$ cat config.mk
export PLATFORM = sky130hd
export DESIGN_NAME = mem_req_arbiter
export DESIGN_NICKNAME = d
export VERILOG_FILES = /design/src/rtl/mem_req_arbiter.sv
export SDC_FILE = /design/constraint.sdc
export NUM_CORES = 1
export LEC_CHECK = 0
export BUFFER_PORTS_ARGS = -buffer_cell sky130_fd_sc_hd__buf_2
export CORE_AREA = 2 2 373 375
export CTS_CLUSTER_SIZE = 24
export DETAILED_ROUTE_END_ITERATION = 7
export DIE_AREA = 0 0 375 377
export HOLD_SLACK_MARGIN = 0.05
export PLACE_DENSITY = 0.3
export REMOVE_ABC_BUFFERS = 1
export SYNTH_ARGS = -nofsm -noshare
export SYNTH_HDL_FRONTEND = slang
export SYNTH_SLANG_ARGS = --single-unit
$ cat constraint.sdc
create_clock -name clk -period 2.05 [get_ports clk]
set_input_delay 0.5125 -clock clk [delete_from_list [all_inputs] [get_ports clk]]
set_output_delay 0.5125 -clock clk [all_outputs]
set_load 0.1 [all_outputs]
$ cat src/rtl/mem_req_arbiter.sv
// Two-client round-robin arbiter/sequencer for the shared backup memory port.
// Optional build macro MEM_ARB_FIXED_PRIO_EN: client 0 always wins ties.
module mem_req_arbiter #(
    parameter int ADDR_BITS       = 28,
    parameter int DATA_BITS       = 128,
    parameter int CLIENT_TAG_BITS = 4,
    parameter int DATA_CYCLES     = 4
) (
    input  logic                         clk,
    input  logic                         reset,
    // client 0
    input  logic                         c0_req_valid,
    output logic                         c0_req_ready,
    input  logic                         c0_req_rw,
    input  logic [ADDR_BITS-1:0]         c0_req_addr,
    input  logic [CLIENT_TAG_BITS-1:0]   c0_req_tag,
    input  logic                         c0_req_data_valid,
    output logic                         c0_req_data_ready,
    input  logic [DATA_BITS-1:0]         c0_req_data_bits,
    input  logic [DATA_BITS/8-1:0]       c0_req_data_mask,
    output logic                         c0_resp_valid,
    output logic [DATA_BITS-1:0]         c0_resp_data,
    output logic [CLIENT_TAG_BITS-1:0]   c0_resp_tag,
    // client 1
    input  logic                         c1_req_valid,
    output logic                         c1_req_ready,
    input  logic                         c1_req_rw,
    input  logic [ADDR_BITS-1:0]         c1_req_addr,
    input  logic [CLIENT_TAG_BITS-1:0]   c1_req_tag,
    input  logic                         c1_req_data_valid,
    output logic                         c1_req_data_ready,
    input  logic [DATA_BITS-1:0]         c1_req_data_bits,
    input  logic [DATA_BITS/8-1:0]       c1_req_data_mask,
    output logic                         c1_resp_valid,
    output logic [DATA_BITS-1:0]         c1_resp_data,
    output logic [CLIENT_TAG_BITS-1:0]   c1_resp_tag,
    // memory
    output logic                         mem_req_valid,
    input  logic                         mem_req_ready,
    output logic                         mem_req_rw,
    output logic [ADDR_BITS-1:0]         mem_req_addr,
    output logic [CLIENT_TAG_BITS:0]     mem_req_tag,
    output logic                         mem_req_data_valid,
    input  logic                         mem_req_data_ready,
    output logic [DATA_BITS-1:0]         mem_req_data_bits,
    output logic [DATA_BITS/8-1:0]       mem_req_data_mask,
    input  logic                         mem_resp_valid,
    input  logic [DATA_BITS-1:0]         mem_resp_data,
    input  logic [CLIENT_TAG_BITS:0]     mem_resp_tag
);
    localparam int CNT_W = (DATA_CYCLES > 1) ? $clog2(DATA_CYCLES) : 1;
    localparam logic [CNT_W-1:0] LAST_BEAT = CNT_W'(DATA_CYCLES - 1);

    typedef enum logic [1:0] {IDLE, WDATA, RDATA} state_e;

    state_e           state_q, state_d;
    logic             owner_q, owner_d;
    logic             prio_q, prio_d;
    logic [CNT_W-1:0] beat_cnt_q, beat_cnt_d;

    logic                       any_valid, winner;
    logic                       sel_rw;
    logic [ADDR_BITS-1:0]       sel_addr;
    logic [CLIENT_TAG_BITS-1:0] sel_tag;
    logic                       own_dvalid;
    logic                       req_fire, data_fire;

    // Tie goes to prio; otherwise whichever client is asking.
    assign any_valid = c0_req_valid | c1_req_valid;
    assign winner    = (c0_req_valid && c1_req_valid) ? prio_q : c1_req_valid;
    assign sel_rw    = winner ? c1_req_rw   : c0_req_rw;
    assign sel_addr  = winner ? c1_req_addr : c0_req_addr;
    assign sel_tag   = winner ? c1_req_tag  : c0_req_tag;

    assign own_dvalid = owner_q ? c1_req_data_valid : c0_req_data_valid;
    assign req_fire   = (state_q == IDLE) && any_valid && mem_req_ready;
    assign data_fire  = (state_q == WDATA) && own_dvalid && mem_req_data_ready;

    always_ff @(posedge clk or posedge reset) begin
        if (reset) begin
            state_q    <= IDLE;
            owner_q    <= 1'b0;
            prio_q     <= 1'b0;
            beat_cnt_q <= '0;
        end else begin
            state_q    <= state_d;
            owner_q    <= owner_d;
            prio_q     <= prio_d;
            beat_cnt_q <= beat_cnt_d;
        end
    end

    always_comb begin
        state_d    = state_q;
        owner_d    = owner_q;
        prio_d     = prio_q;
        beat_cnt_d = beat_cnt_q;
        case (state_q)
            IDLE: begin
                if (req_fire) begin
                    owner_d = winner;
`ifdef MEM_ARB_FIXED_PRIO_EN
                    prio_d  = 1'b0;
`else
                    prio_d  = ~winner;
`endif
                    if (sel_rw) begin
                        state_d = WDATA;
                    end else begin
                        state_d    = RDATA;
                        beat_cnt_d = '0;
                    end
                end
            end
            WDATA: begin
                if (data_fire) state_d = IDLE;
            end
            RDATA: begin
                // Stray beats outside RDATA are routed but never counted.
                if (mem_resp_valid) begin
                    if (beat_cnt_q == LAST_BEAT) begin
                        state_d    = IDLE;
                        beat_cnt_d = '0;
                    end else begin
                        beat_cnt_d = beat_cnt_q + CNT_W'(1);
                    end
                end
            end
            default: state_d = IDLE;
        endcase
    end

    always_comb begin
        mem_req_valid      = 1'b0;
        c0_req_ready       = 1'b0;
        c1_req_ready       = 1'b0;
        mem_req_data_valid = 1'b0;
        c0_req_data_ready  = 1'b0;
        c1_req_data_ready  = 1'b0;
        mem_req_rw         = sel_rw;
        mem_req_addr       = sel_addr;
        mem_req_tag        = {winner, sel_tag};
        mem_req_data_bits  = owner_q ? c1_req_data_bits : c0_req_data_bits;
        mem_req_data_mask  = owner_q ? c1_req_data_mask : c0_req_data_mask;
        if (!reset) begin
            if (state_q == IDLE) begin
                mem_req_valid = any_valid;
                c0_req_ready  = !winner && mem_req_ready;
                c1_req_ready  = winner && mem_req_ready;
            end
            if (state_q == WDATA) begin
                mem_req_data_valid = own_dvalid;
                c0_req_data_ready  = !owner_q && mem_req_data_ready;
                c1_req_data_ready  = owner_q && mem_req_data_ready;
            end
        end
    end

    assign c0_resp_valid = !reset && mem_resp_valid && !mem_resp_tag[CLIENT_TAG_BITS];
    assign c1_resp_valid = !reset && mem_resp_valid && mem_resp_tag[CLIENT_TAG_BITS];
    assign c0_resp_data  = mem_resp_data;
    assign c1_resp_data  = mem_resp_data;
    assign c0_resp_tag   = mem_resp_tag[CLIENT_TAG_BITS-1:0];
    assign c1_resp_tag   = mem_resp_tag[CLIENT_TAG_BITS-1:0];

endmodule

-- After elaboration in Yosys (flattened, before gate mapping)
Cells that the tools add are included.
- mux-type cells: 30
- bitwise gates (word level): 2
- eq/ne operators: 8
- reductions and logical operators: 21
- add/sub/neg operators: 1
- operators with widths (operator ; count):
    2-to-1 mux 128 bit ; 1
    2-to-1 mux 28 bit ; 1
    2-to-1 mux 2 bit ; 9
    2-to-1 mux 16 bit ; 1
    2-to-1 mux 1 bit ; 15
    logical AND 1 bit ; 12
    inequality test 2 bit (second input constant) ; 5
    AND reduction 4 bit ; 2
    case mux 2 bit (3 select lines) ; 1
    equality test 2 bit (second input constant) ; 2
    zero test 1 bit ; 4
    2-to-1 mux 4 bit ; 1
    case mux 2 bit (2 select lines) ; 1
    adder 2 x 1 -> 2 bit (second input constant) ; 1
    equality test 2 x 1 -> 1 bit (second input constant) ; 1
    zero test 2 bit ; 1
    AND reduction 2 bit ; 1
    nonzero test 2 bit ; 1
    inverter 1 bit ; 1
    OR 1 bit ; 1
- input bits: 496
- register bits: 6
- word-level logic and storage cells: 66

-- Logic depth before layout (Yosys ltp)
Gate-level depths: netlist (run 1).
- depth in word-level cells: 6
- gate-level depth with buffers: 6

-- Least setup slack after synthesis (run 1)
OpenSTA, ideal clock, no wires.
- path type: input -> output
- from: input mem_req_ready
- to: output c0_req_ready
- arrival time: 2.937 ns
- setup slack: -1.400 ns
- path buffers: 0
- stages on the path: 3
- path through: nor2b_2 > or2b_1 > nor3_1
- word-level cells in the longest chain between the ends: 3
- RTL lines (item ; line ; text):
    from (decl) ; 39 ; input logic mem_req_ready,
    logical AND 1 bit ; 148 ; c0_req_ready = !winner && mem_req_ready;
    2-to-1 mux 1 bit ; 146 ; if (state_q == IDLE) begin
    2-to-1 mux 1 bit ; 145 ; if (!reset) begin
    to (decl) ; 13 ; output logic c0_req_ready,
No other way between the ends.

-- Final worst setup path (run 1)
- from: register owner_q
- to: output mem_req_data_bits[120]
- word-level cells in the longest chain between the ends: 1
- RTL lines (item ; line ; text):
    from (decl) ; 57 ; logic owner_q, owner_d;
    from (signal assigned) ; 87 ; owner_q <= owner_d;
    2-to-1 mux 128 bit ; 143 ; mem_req_data_bits = owner_q ? c1_req_data_bits : c0_req_data_bits;
    to (decl) ; 45 ; output logic [DATA_BITS-1:0] mem_req_data_bits,
No other way between the ends.

==> results.cfg, run 1 <==
[status]
status = finished, violations left
violations = setup timing

[clocking]
cts_root_buf = clkbuf_16
h-tree-depth = 1
clkSlewWorstSetupHoldPaths_ns = 0.04
clk_path_buf_depth = 2
cts_buffers = 3
clk_latency_ns = 0.23
clock-sinks = 6
tritoncts = done

[layout]
final_util_pct = 8.27
area_growth_pct = 148
fillers = 16000
fin_nets = 1389
final_cell_area_um2 = 11300
drive_above_1_share_pct = 84.8

[synth]
synth_most_common_cell = buf_4
synth_edf_count = 0
yosys_warnings = 0
yosysTopAreaCell = buf_4
netlist_top_cells_area = buf_4, mux2_2, nand2_1
postSynthRegisterBits = 6
synth_commonest_cells = buf_4, mux2_2, nand2_1, buf_2, dfrtp_1
ys_seq_area_share_pct = 3.28
synth-async-reset-ratio_pct = 100
synth_cell_type_count = 37
syn_inst = 580
synth.top_cell.area_share_pct = 45.6
synthFlopType = dfrtp_1
netlist_area_um2 = 4570
syn_area_per_cell_um2 = 7.88

[min_path]
hp-class = in2async

[timing]
tns_ns = -23.17
layout_min_cycle_time_ns = 2.29
rsz0062_at_grt = true
finalHoldViolCount = 0
setup_viol = 145
worst_slack_ns = -0.240
tightestPinTransition_ns = 0.335
drv_slew = 0
fin_crit_sh_pct = 112
max_slew_margin_pct = 77.7
timing.fmax_mhz = 437
hold_slack_ns = 0.351
clock_skew_ns = 0.00239

[routing]
drc = 0
ant_nets = 0
wl_um = 98700
dr.first_iter.drc_count = 317
viasPerCell = 2.37
num_vias = 6374
firstDrtPassIters = 4
drt-wirelength-per-cell_um = 36.7

[place]
place_area_um2 = 10000
routabilityCongestion = 0.833
io_buffers = 549
dpl.hpwl_um = 86000

[die]
rows = 136
die_h_um = 377
start_util_pct = 3.34
die_x_um = 375
core_area_um2 = 137000
dieArea_um2 = 141000
boundaryPins = 946

[power]
ir_drop_mv = 0.704
power_mw = 19.0
leakagePower_nw = 4.99
power_density_nw_per_um2 = 1680

[critical_path]
worst-path-max-fanout = 7
reg2reg_slack_ns = 0.57
crit_arrival_ns = 1.78
rr_startpoint = state_q[1]$_DFFE_PP0P_
cp-start-kind = flop
reg2reg_to = beat_cnt_q[0]$_DFFE_PP0P_
required_ns = 1.54
setup.worst_path.class = reg2out
r2r_cells = 6
endpoint_kind = primary output

[global_route]
grt.total_usage_pct = 13.2
grt_pass1_vias = 5985
grt_pass1_wl_um = 112000
antenna_found_initial = 69
overflow = 0
grt_max_degree = 31

[job]
drv_cap = 0
where the power goes:
part           switching (mW)  leakage [nW]  internal, mW  total [mW]
Clock                  0.0699        0.0382         0.258       0.328
Combinational            11.7          4.88          6.78        18.5
Sequential             0.0637        0.0700         0.186       0.250
worst max-delay path, cell delays in order (launching register included):
cell and delay, ns:
dfrtp_4 0.47, buf_12 0.16, buf_4 0.16, buf_16 0.14
mux2_4 0.38, buf_12 0.19
cells in the final DEF (no fill, tap or decap), types with 2 or more instances in the layout:
master,synthesis,final
buf_6,0,14
mux2_2,145,53
o21ai_0,2,2
and3_1,2,2
buf_8,0,8
inv_4,0,2
nor2_1,3,3
a21oi_1,2,2
a21o_1,2,2
buf_2,9,363
clkbuf_16,0,8
nor3_2,0,2
buf_4,278,15
dfrtp_1,6,4
buf_16,0,8
mux2_4,0,92
nand2_1,102,102
buf_12,0,182
routing by layer:
| metal | track usage (%) | share of wire [%] | up-vias |
|---|---|---|---|
| met4 | 1.02 | 1.1 | 101 |
| met1 | 15.4 | 40 | 2802 |
| met3 | 13.8 | 22 | 206 |
| met2 | 16.4 | 35 | 1004 |
| met5 | 6.07 | 1.7 | - |
| li1 | - | - | 2261 |
logic make-up after synthesis:
| family | share of synthesized area [%] |
|---|---|
| buffers and inverters | 46.9 |
| flip-flops | 3.28 |
| AND/OR/NAND/NOR | 11.4 |
| multiplexers | 35.7 |
| AO/OA/AOI/OAI | 2.41 |
| adder cells (fa/ha/maj) | 0.274 |
layout make-up:
type / instances / area [µm²] / share of cell area, %
tap: 1794 / 2240 / 19.8
multi-input combinational: 283 / 2640 / 23.3
clock buffer: 4 / 78.8 / 0.695
sequential: 6 / 155 / 1.37
inverter: 3 / 16.3 / 0.144
timing repair buffer: 595 / 6200 / 54.7
antenna: 1 / 2.50 / 0.0221
worst max path at each step:
stage                   startpoint                      to  slack [ns]  depth (start not counted)
4_1_cts        owner_q$_DFFE_PP0P_   mem_req_data_bits[59]       -0.26                          5
3_5_place_dp   owner_q$_DFFE_PP0P_   mem_req_data_bits[50]       -0.16                          3
6_report       owner_q$_DFFE_PP0P_  mem_req_data_bits[120]       -0.24                          5
3_3_place_gp   owner_q$_DFFE_PP0P_   mem_req_data_bits[50]       -0.16                          3
5_1_grt        owner_q$_DFFE_PP0P_   mem_req_data_bits[14]       -0.27                          5
2_1_floorplan  owner_q$_DFFE_PP0P_      mem_req_data_valid       -3.08                          2
per-stage QoR:
step                setup slack, ns  cells
finish                       -0.240   2686
global route                 -0.269   2685
CTS                          -0.256   2672
detailed placement           -0.164   2659
global placement             -0.160   2659
floorplan                     -3.08    292
sequential cells by signal, summed over array words and instances (netlist names):
register and cells:
beat_cnt_q 2, state_q 2, owner_q 1, prio_q 1
repair_timing:
action,4_1_cts,5_1_grt
setup endpoints to repair,148,150
buffers inserted,4,7
hold buffers,0,0
pin swaps,0,2
gates resized for setup,164,60
gates cloned,5,6
Power figures use the tool's default switching activity.
==> run 2: changes to the inputs <==
- PLACE_DENSITY: 0.3 -> unset
==> run 2 against run 1 <==
The run still ends with setup timing left. Fmax is 5.1% higher. Sequential share of layout area increased by 0.23 points. Worst hold slack worse by 0.012 ns. Worst setup slack improved by 0.11 ns. Non-clock buffer count decreased by 20. First-iteration DRC count grew 26%. Clock power is essentially flat.
==> results.cfg, run 2 (synthesis results as in run 1) <==
[clocking]
h-tree-depth = 1
clk_latency_ns = 0.23
hold_buffers = 0
cts_buffers = 3
clkSlewWorstSetupHoldPaths_ns = 0.04
clock-sinks = 6
clk_path_buf_depth = 2
tritoncts = done
cts_root_buf = clkbuf_16

[timing]
rsz0062_at_grt = true
tightestPinTransition_ns = 0.391
tns_ns = -11.44
clock_skew_ns = 0.00422
max_slew_margin_pct = 73.9
finalHoldViolCount = 0
setup_viol = 125
timing.fmax_mhz = 459
fin_crit_sh_pct = 106
layout_min_cycle_time_ns = 2.18
drv_slew = 0
worst_slack_ns = -0.128

[global_route]
grt_max_degree = 32
grt_pass1_vias = 5792
overflow = 0
grt.total_usage_pct = 13.7
antenna_found_initial = 105
grt_pass1_wl_um = 114000

[die]
core_area_um2 = 137000
rows = 136
boundaryPins = 946
start_util_pct = 3.34
dieArea_um2 = 141000
die_h_um = 377
die_x_um = 375

[layout]
area_growth_pct = 114
final_common_cell = buf_2
layout_common_cells = buf_2, mux2_2, buf_12
finalNonFillerCells = 2674
drive_above_1_share_pct = 84.6
multi_input_area_um2 = 2310
fin_nets = 1369
fillers = 16100
reg_top3 = beat_cnt_q: 2 flops, state_q: 2 flops
regArea_um2 = 156

[power]
combPwrFrac_pct = 96.2
seqPwrFrac_pct = 1.7
p_clk_share_pct = 2.1
ir_drop_mv = 0.874
switching_share_pct = 67.8
power_mw = 15.9
internal_power_mw = 5.12
leakagePower_nw = 4.12
switchingPower_mw = 10.8
power_density_nw_per_um2 = 1620

[place]
dpl.hpwl_um = 89400
routabilityCongestion = 0.831
pre_cts_ws_ns = -0.0814
io_buffers = 549
dp.cells = 2655

[critical_path]
r2r_cells = 6
rr_startpoint = prio_q$_DFFE_PP0P_
worstSetupStartpoint = owner_q$_DFFE_PP0P_
reg2reg_slack_ns = 0.55
endpoint_kind = primary output
cp-start-kind = flop
required_ns = 1.54
setup.worst_path.class = reg2out
crit_arrival_ns = 1.67
worst-path-max-fanout = 30
reg2reg_to = state_q[0]$_DFFE_PP0P_

[job]
drv_cap = 0

[status]
violations = setup timing
status = finished, violations left

[routing]
dr.first_iter.drc_count = 398
ant_nets = 0
firstDrtPassIters = 4
wl_um = 102000
drc = 0
drt-wirelength-per-cell_um = 38.0
num_vias = 6453
viasPerCell = 2.41

[min_path]
hp-class = in2async
## run 2: cell count changes in the layout (fill, tap and decap cells not counted), moves of 8 or more
cell	before	now
diode_2	1	9
buf_4	15	62
mux2_2	53	142
buf_16	8	0
buf_12	182	115
mux2_4	92	3
buf_6	14	34
## run 2: power by group through the flow
stage / clock network, mW / registers, mW / logic, mW
3_3_place_gp: 0 / 0.359 / 14.7
4_1_cts: 0.332 / 0.265 / 15.5
2_1_floorplan: 0 / 0.477 / 7.17
3_5_place_dp: 0 / 0.367 / 14.7
5_1_grt: 0.339 / 0.285 / 15.8
6_report: 0.327 / 0.272 / 15.3
## run 2: cell type report
class / instances / area share, %
Timing Repair Buffer: 575 / 50.8
Multi-Input combinational cell: 283 / 23.5
Tap cell: 1794 / 22.9
Sequential cell: 6 / 1.60
Clock buffer: 4 / 0.804
Antenna cell: 9 / 0.230
Inverter: 3 / 0.115
## run 2: critical path, stage by stage (launching register included)
cell and delay (ns):
dfrtp_4 0.42, buf_12 0.15, buf_12 0.21, mux2_2 0.36, buf_4 0.23
## run 2: repair_timing
| item | 4_1_cts | 5_1_grt |
|---|---|---|
| endpoints found under the setup margin | 180 | 170 |
| resized for setup | 122 | 8 |
| setup buffers | 3 | 3 |
## run 2: layer usage
metal	wire length (µm)	share of wire, %	GRT usage (%)	vias up
met2	33600	33	16.2	976
li1	-	-	-	2227
met1	38900	38	15.2	2809
met5	1590	1.6	4.15	-
met3	25200	25	16.4	296
met4	2210	2.2	1.51	145
## run 2: worst max-delay path by stage
stage | to
after global placement | mem_req_data_bits[29]
final | mem_req_data_bits[60]
after floorplan | mem_req_data_valid
after detailed placement | mem_req_data_bits[29]
after CTS | mem_req_data_bits[126]
after global routing | mem_req_data_bits[122]
## run 2: per-stage QoR
stage / utilization, % / hold slack [ns] / area, µm²
after global routing: 7.15 / 0.368 / 9790
after detailed placement: 6.75 / 0.474 / 9250
final: 7.16 / 0.339 / 9800
after global placement: 6.75 / 0.473 / 9250
after floorplan: - / 0.309 / 2440
after CTS: 7.10 / 0.334 / 9730
==> run 3: changes to the inputs <==
- CELL_PAD_IN_SITES_DETAIL_PLACEMENT: unset -> 1
- CELL_PAD_IN_SITES_GLOBAL_PLACEMENT: unset -> 1
- CORE_AREA: 2 2 373 375 -> 2 2 371 373
- DIE_AREA: 0 0 375 377 -> 0 0 373 375
- PLACE_DENSITY_LB_ADDON: unset -> 0.1
==> run 3 against run 2 <==
The run still ends with setup timing left. Combinational power rose by 25%. Via count hardly changed. Non-clock buffer count rose by 34.
==> results.cfg, run 3 (synthesis results as in run 1) <==
[clocking]
clk_latency_ns = 0.23
cts_buffers = 3
cts_root_buf = clkbuf_16
clkSlewWorstSetupHoldPaths_ns = 0.04
clk_path_buf_depth = 2
clock-sinks = 6
h-tree-depth = 1
hold_buffers = 0
tritoncts = done

[layout]
drive_above_1_share_pct = 86.6
reg_top3 = beat_cnt_q: 2 flops, state_q: 2 flops
final_util_pct = 8.63
layout_common_cells = buf_2, buf_12, mux2_4
fin_nets = 1403
final_cell_area_um2 = 11800
area_growth_pct = 157
fillers = 16000
final_common_cell = buf_2
finalNonFillerCells = 2712

[die]
boundaryPins = 946
die_x_um = 373
dieArea_um2 = 140000
die_h_um = 375
start_util_pct = 3.36
core_area_um2 = 136000
rows = 136

[global_route]
grt_pass1_wl_um = 114000
antenna_found_initial = 76
grt_pass1_vias = 6269
grt.total_usage_pct = 13.3
grt_max_degree = 18
overflow = 0

[timing]
tns_ns = -24.87
finalHoldViolCount = 0
fin_crit_sh_pct = 111
drv_slew = 0
tightestPinTransition_ns = 0.396
setup_viol = 146
rsz0062_at_grt = true
clock_skew_ns = 0.00408
layout_min_cycle_time_ns = 2.29
max_slew_margin_pct = 73.6
hold_slack_ns = 0.386
timing.fmax_mhz = 438
worst_slack_ns = -0.236

[routing]
drc = 0
drt-wirelength-per-cell_um = 36.0
num_vias = 6452
ant_nets = 0
wl_um = 97700
dr.first_iter.drc_count = 383
firstDrtPassIters = 5
viasPerCell = 2.38

[critical_path]
rr_startpoint = state_q[1]$_DFFE_PP0P_
required_ns = 1.54
reg2reg_slack_ns = 0.13
worstSetupStartpoint = owner_q$_DFFE_PP0P_
setup.worst_path.class = reg2out
crit_arrival_ns = 1.77
crit_top_cell = buf_12
worst-path-max-fanout = 6
cp-start-kind = flop
endpoint_kind = primary output
cp_slowest_cell = dfrtp_4
path_cells = buf_12, buf_12, clkbuf_16, mux2_4, buf_12
max_stage_delay_ns = 0.47

[place]
pre_cts_ws_ns = -0.159
place_area_um2 = 10500
dpl.hpwl_um = 83000
routabilityCongestion = 0.766
io_buffers = 549
dp.cells = 2661

[power]
ir_drop_mv = 0.382
power_mw = 19.7
power_density_nw_per_um2 = 1670
leakagePower_nw = 5.16

[status]
violations = setup timing
status = finished, violations left

[min_path]
hp-class = in2async

[job]
drv_cap = 0
run 3: cell count changes in the layout (fill, tap and decap cells not counted), moves of 2 or more:
cell       change
mux2_2        -89
mux2_4        +89
buf_12        +80
buf_4         -37
buf_6         -30
buf_16        +16
nand2_1       -12
nand2_2       +12
clkbuf_16      +5
diode_2        +4
dfrtp_1        +2
dfrtp_2        -2
inv_2          -2
run 3: path summary, 6_finish.rpt:
| path | to | depth (start not counted) |
|---|---|---|
| min in group clk | beat_cnt_q[1]$_DFFE_PP0P_ | 1 |
| max in group asynchronous | owner_q$_DFFE_PP0P_ | 3 |
| worst min register to register | beat_cnt_q[1]$_DFFE_PP0P_ | 1 |
| worst max register to register | beat_cnt_q[0]$_DFFE_PP0P_ | 11 |
| worst min-delay path | prio_q$_DFFE_PP0P_ | 3 |
| worst max-delay path | mem_req_data_bits[49] | 5 |
run 3: power breakdown:
part           leakage (nW)  switching, mW  total (mW)  internal [mW]
clock                0.0382         0.0674       0.325          0.258
sequential           0.0712         0.0547       0.239          0.185
combinational          5.05           11.9        19.1           7.25
total                  5.16           12.0        19.7           7.69
run 3: timing repair:
action                     4_1_cts  5_1_grt
pin swaps                        2        5
buffers inserted                14        2
gates cloned                    13        5
resized for setup               96       45
setup endpoints to repair      180      168
run 3: area by class of cell:
class,instances,area [µm²],area share (%)
Clock buffer,4,78.8,0.670
Inverter,3,21.3,0.181
Antenna cell,13,32.5,0.277
Sequential cell,6,154,1.31
Timing Repair Buffer,609,6530,55.5
Multi-Input combinational cell,283,2700,23.0
Tap cell,1794,2240,19.1
run 3: routing by layer:
| metal | vias up | global-route usage (%) | share of wire [%] |
|---|---|---|---|
| li1 | 2323 | - | - |
| met1 | 2884 | 14.6 | 38 |
| met2 | 938 | 17.4 | 38 |
| met3 | 179 | 14.1 | 22 |
| met4 | 128 | 0.997 | 0.77 |
| met5 | - | 7.34 | 2.2 |
run 3: worst max-delay path: cells and delay by family (launching register included):
kind | cells | cell delay (ns)
buffers and inverters | 4 | 0.66
multiplexers | 1 | 0.36
flip-flops | 1 | 0.47
